[src/rtl/reg_file_sb.sv]
// Register file with combinational read ports, one write-back port and a per-register pending-write scoreboard.
// Reads are zero-latency; writes and issues take effect on the next edge; ISSUE_READY deasserts when a counter is full.
module reg_file_sb #(
    parameter int DATA_WIDTH = 32,
    parameter int ADDR_WIDTH = 5,
    parameter int NUM_READ   = 2,
    parameter int CNT_WIDTH  = 2,
    parameter int BYPASS     = 1
) (
    input  logic                           CLK,
    input  logic                           RESET,
    input  logic [NUM_READ*ADDR_WIDTH-1:0] READ_ADDRESS,
    output logic [NUM_READ*DATA_WIDTH-1:0] READ_DATA,
    output logic [NUM_READ-1:0]            READ_BUSY,
    input  logic                           WRITE_ENABLE,
    input  logic [ADDR_WIDTH-1:0]          WRITE_ADDRESS,
    input  logic [DATA_WIDTH-1:0]          WRITE_DATA,
    input  logic                           WRITE_CLEAR,
    input  logic                           ISSUE_ENABLE,
    input  logic [ADDR_WIDTH-1:0]          ISSUE_ADDRESS,
    output logic                           ISSUE_READY,
    output logic                           ERROR
);
    localparam int DEPTH = 2 ** ADDR_WIDTH;
    localparam logic [CNT_WIDTH-1:0] CNT_MAX = '1;

    logic [DATA_WIDTH-1:0] regs_q [DEPTH];
    logic [CNT_WIDTH-1:0]  cnt_q  [DEPTH];
    logic [CNT_WIDTH-1:0]  cnt_d  [DEPTH];
    logic                  error_q, error_d;

    logic wr_fire, clr_fire, issue_fire, same_addr;

    assign wr_fire    = WRITE_ENABLE & ~RESET;
    assign clr_fire   = wr_fire & WRITE_CLEAR & (WRITE_ADDRESS != '0);
    assign ISSUE_READY = ~RESET & ((ISSUE_ADDRESS == '0) | (cnt_q[ISSUE_ADDRESS] != CNT_MAX));
    assign issue_fire = ISSUE_ENABLE & ISSUE_READY & (ISSUE_ADDRESS != '0);
    assign same_addr  = (ISSUE_ADDRESS == WRITE_ADDRESS);
    assign ERROR      = error_q;

    // A simultaneous issue and clear to one register cancel out, without flagging underflow.
    always_comb begin
        cnt_d   = cnt_q;
        error_d = error_q;
        if (!(issue_fire && clr_fire && same_addr)) begin
            if (issue_fire) begin
                cnt_d[ISSUE_ADDRESS] = cnt_q[ISSUE_ADDRESS] + CNT_WIDTH'(1);
            end
            if (clr_fire) begin
                if (cnt_q[WRITE_ADDRESS] != '0) begin
                    cnt_d[WRITE_ADDRESS] = cnt_q[WRITE_ADDRESS] - CNT_WIDTH'(1);
                end else begin
                    error_d = 1'b1;
                end
            end
        end
    end

    always_ff @(posedge CLK) begin
        if (RESET) begin
            for (int k = 0; k < DEPTH; k++) begin
                cnt_q[k]  <= '0;
                regs_q[k] <= '0;
            end
            error_q <= 1'b0;
        end else begin
            cnt_q   <= cnt_d;
            error_q <= error_d;
            if (wr_fire && (WRITE_ADDRESS != '0)) begin
                regs_q[WRITE_ADDRESS] <= WRITE_DATA;
            end
        end
    end

    for (genvar i = 0; i < NUM_READ; i++) begin : g_rd
        logic [ADDR_WIDTH-1:0] ra;
        logic                  clr_a;
        logic [CNT_WIDTH-1:0]  cnt_eff;

        assign ra      = READ_ADDRESS[i*ADDR_WIDTH +: ADDR_WIDTH];
        // Without bypass, a same-cycle clear only becomes visible after the edge.
        assign clr_a   = (BYPASS != 0) & clr_fire & (WRITE_ADDRESS == ra) & (cnt_q[ra] != '0);
        assign cnt_eff = cnt_q[ra] - {{(CNT_WIDTH-1){1'b0}}, clr_a};

        always_comb begin
            READ_DATA[i*DATA_WIDTH +: DATA_WIDTH] = regs_q[ra];
            READ_BUSY[i]                          = (ra != '0) & (cnt_eff != '0);
            if (ra == '0) begin
                READ_DATA[i*DATA_WIDTH +: DATA_WIDTH] = '0;
            end else if ((BYPASS != 0) && wr_fire && (WRITE_ADDRESS == ra)) begin
                READ_DATA[i*DATA_WIDTH +: DATA_WIDTH] = WRITE_DATA;
            end
        end
    end
endmodule

[config.mk]
export PLATFORM = sky130hd
export DESIGN_NAME = reg_file_sb
export DESIGN_NICKNAME = d
export VERILOG_FILES = /design/src/rtl/reg_file_sb.sv
export SDC_FILE = /design/constraint.sdc
export NUM_CORES = 2
export LEC_CHECK = 0
export CAP_MARGIN = 30
export CORE_MARGIN = 2
export CORE_UTILIZATION = 35
export DETAILED_ROUTE_END_ITERATION = 10
export HOLD_SLACK_MARGIN = 0.12
export SYNTH_ARGS = -nofsm -noshare
export SYNTH_HDL_FRONTEND = slang
export SYNTH_SLANG_ARGS = --single-unit
[constraint.sdc]
create_clock -name CLK -period 5.56 [get_ports CLK]
set_input_delay 1.112 -clock CLK [delete_from_list [all_inputs] [get_ports CLK]]
set_output_delay 1.112 -clock CLK [all_outputs]
set_load 0.1 [all_outputs]
==> results.yml <==
grt:
  grt_pass1_vias: 42700
  grt_max_degree: 98
  grtUsageTotal: 0.260
  grt_overflow: 0
  antenna_found_initial: 14
  grt_pass1_wl_um: 331000
floorplan:
  die_w_um: 422
  rows: 153
  dieHeight_um: 422
  start_util: 0.352
  ios: 125
  die-area_um2: 178000
  coreArea_um2: 174000
critical_path:
  startpoint_type: "primary input"
  critPathRequiredTime_ns: 4.45
  cp_slowest_stage_delay_ns: 0.50
  path_class: "in -> out"
  arrival_ns: 4.41
  path_common_cell: "buf_4"
  crit_path_max_fanout: 8
  setup.worst_path.start: "WRITE_ADDRESS[0]"
  slowest_stage: "clkdlybuf4s50_1"
  r2r_end: "cnt_q[44]"
  r2r-start: "cnt_q[50]"
  crit_path_end: "READ_DATA[57]"
  crit_path_cell_trace: "clkdlybuf4s50_1, xor2_1, nor4_1, buf_4, and2_1, nor3_4, buf_16, buf_4, a222oi_1, inv_1, buf_12"
  reg2reg_depth: 13
  worstSetupEndpointType: "primary output"
  rrSetupSlack_ns: 2.01
clock_tree:
  clock_sinks: 1089
  clk_pin_slew_ns: 0.06
  cts_setup_buffers: 0
  clockBufferDepth: 3
  clk_latency_ns: 0.78
  ctsHoldBuffers: 0
  h-tree-depth: 3
  cts_tree: "done"
  post_cts_resized: 0
  root_buffer: "clkbuf_16"
  cts_buffers: 115
placement:
  placed_area_um2: 67000
  place.gp.congestion: 0.928
  dp_hpwl_um: 139000
  port-buffer-count: 124
  placed_cells: 6526
  post-place-ws_ns: 0.0896
routing:
  initialDrtViolationCount: 6429
  routedWlPerCell_um: 35.0
  first_pass_iters: 6
  drc: 0
  vias_per_cell: 6.43
  vias: 43400
  wirelength_um: 237000
  drtAntennaViolNets: 0
run_status:
  status: "finished clean"
final_layout:
  nets: 4377
  area_growth_pct: 15.6
  design_area_um2: 70800
  final_cell_count_no_fill: 6753
  drive_gt1_frac: 0.277
  mostFrequentLayoutCell: "edfxtp_1"
  final_cell_mix: "edfxtp_1 (1024), mux4_2 (576), and2_1 (550)"
logic_synthesis:
  synth_edf_count: 1024
  ys.flop_type: "edfxtp_1"
  synth_cells: 4290
  async_reset_ff_frac: 0
  ys_warn_count: 0
  synth-seq-area-share: 0.523
  netlist.top_cell.by_area: "edfxtp_1"
  synth.area.top_cells: "edfxtp_1 (50%), mux4_2 (21%), and2_1 (5.6%), and3_1 (4.7%), mux2i_1 (2.6%)"
  synth_top_area_share: 0.502
  synth_area_um2: 61200
  ys_seq_elements: 1089
  synth.distinct_cells: 71
  syn_area_per_cell_um2: 14.3
sta:
  rsz0062_at_grt: "no"
  worst_pin_slew_ns: 1.10
  setup_violations: 0
  post-route-min-period_ns: 5.52
  skew_ns: 0.0293
  finalMaxSlewViolations: 0
  tns_ns: 0
  relSlewSlack: 0.267
  setup_slack_ns: 0.0376
  fin_crit_sh: 0.993
  hold_viol_final: 0
  fmax_ghz: 0.181
min_path:
  hold_path_class: "reg -> reg"
pwr:
  peakVddDrop_uv: 249
  power_density_nw_per_um2: 301
  power_uw: 21300
  leakagePower_uw: 0.0257
job:
  cap_violations: 0
## flip-flops by register name, indices dropped and copies added, names as in the netlist
| register | cells |
|---|---|
| ERROR | 1 |
| cnt_q | 64 |
| regs_q | 1024 |
## cells by family after synthesis
logic type               share of synthesized area
XOR/XNOR                                   0.00214
other                                    0.0000612
flip-flops                                   0.523
adder cells (fa/ha/maj)                   0.000409
AO/OA/AOI/OAI                               0.0498
AND/OR/NAND/NOR                              0.138
multiplexers                                 0.247
buffers and inverters                       0.0387
## Yosys cell counts (14+ instances only)
library cell and count:
edfxtp_1 1024, mux2i_1 157, a211oi_1 14, o22ai_1 79, o221ai_1 20, or3_1 15, nand2_1 69, a222oi_1 20
buf_2 84, nor3_1 64, a22oi_1 27, and2_1 550, mux2_2 52, inv_1 35, nor2_1 74, clkbuf_1 361
mux4_2 576, dfxtp_1 65, a21oi_1 89, a21o_1 28, a211o_1 29, nand2b_1 26, nand3b_1 17, buf_4 25
and3_1 461, nand3_1 45, or2_2 21, buf_1 25, nor2b_1 17, a221oi_1 35, o21ai_0 42, buf_6 16
## worst min-delay path by stage
stage | cells past startpoint | slack (ns) | startpoint | end
after detailed placement | 1 | 0.51 | cnt_q[63] | cnt_q[63]
final | 1 | 0.52 | cnt_q[63] | cnt_q[63]
after global routing | 1 | 0.54 | cnt_q[63] | cnt_q[63]
after floorplan | 2 | 0.47 | cnt_q[3] | cnt_q[3]
after global placement | 2 | 0.50 | cnt_q[7] | cnt_q[7]
after CTS | 1 | 0.52 | cnt_q[63] | cnt_q[63]
## cell type report
cell class | instances | area, µm²
Timing Repair Buffer | 391 | 4640
Clock buffer | 144 | 3040
Antenna cell | 13 | 32.5
Inverter | 36 | 140
Multi-Input combinational cell | 2685 | 27200
Clock inverter | 70 | 762
Sequential cell | 1089 | 32100
Fill cell | 15900 | 103000
Tap cell | 2325 | 2910
## per-stage QoR
stage / utilization / hold WS [ns]
after floorplan: - / 0.472
after global placement: 0.385 / 0.497
after detailed placement: 0.385 / 0.508
after CTS: 0.407 / 0.517
after global routing: 0.407 / 0.536
final: 0.407 / 0.520
## critical path, delay by kind of cell
family / cells / cell delay [ns]
xor+xnor: 1 / 0.21
compound gates: 1 / 0.47
buf+inv: 6 / 1.51
simple gates: 3 / 1.08
## where the power goes
part           internal, µW  switching [µW]  total (µW)
clock network          4520            3510        8020
registers              9390             214        9600
logic                  1430            2280        3710
total                 15300            6000       21300
## per-layer routing
layer / share of wire / global-route usage / up-vias / wire length [µm]
li1: - / - / 17100 / -
met1: 0.36 / 0.335 / 22600 / 86000
met2: 0.47 / 0.412 / 3135 / 111000
met3: 0.11 / 0.0511 / 638 / 25900
met4: 0.058 / 0.146 / 0 / 13800
met5: 0 / 0 / - / 0
Power figures use the tool's default switching activity.
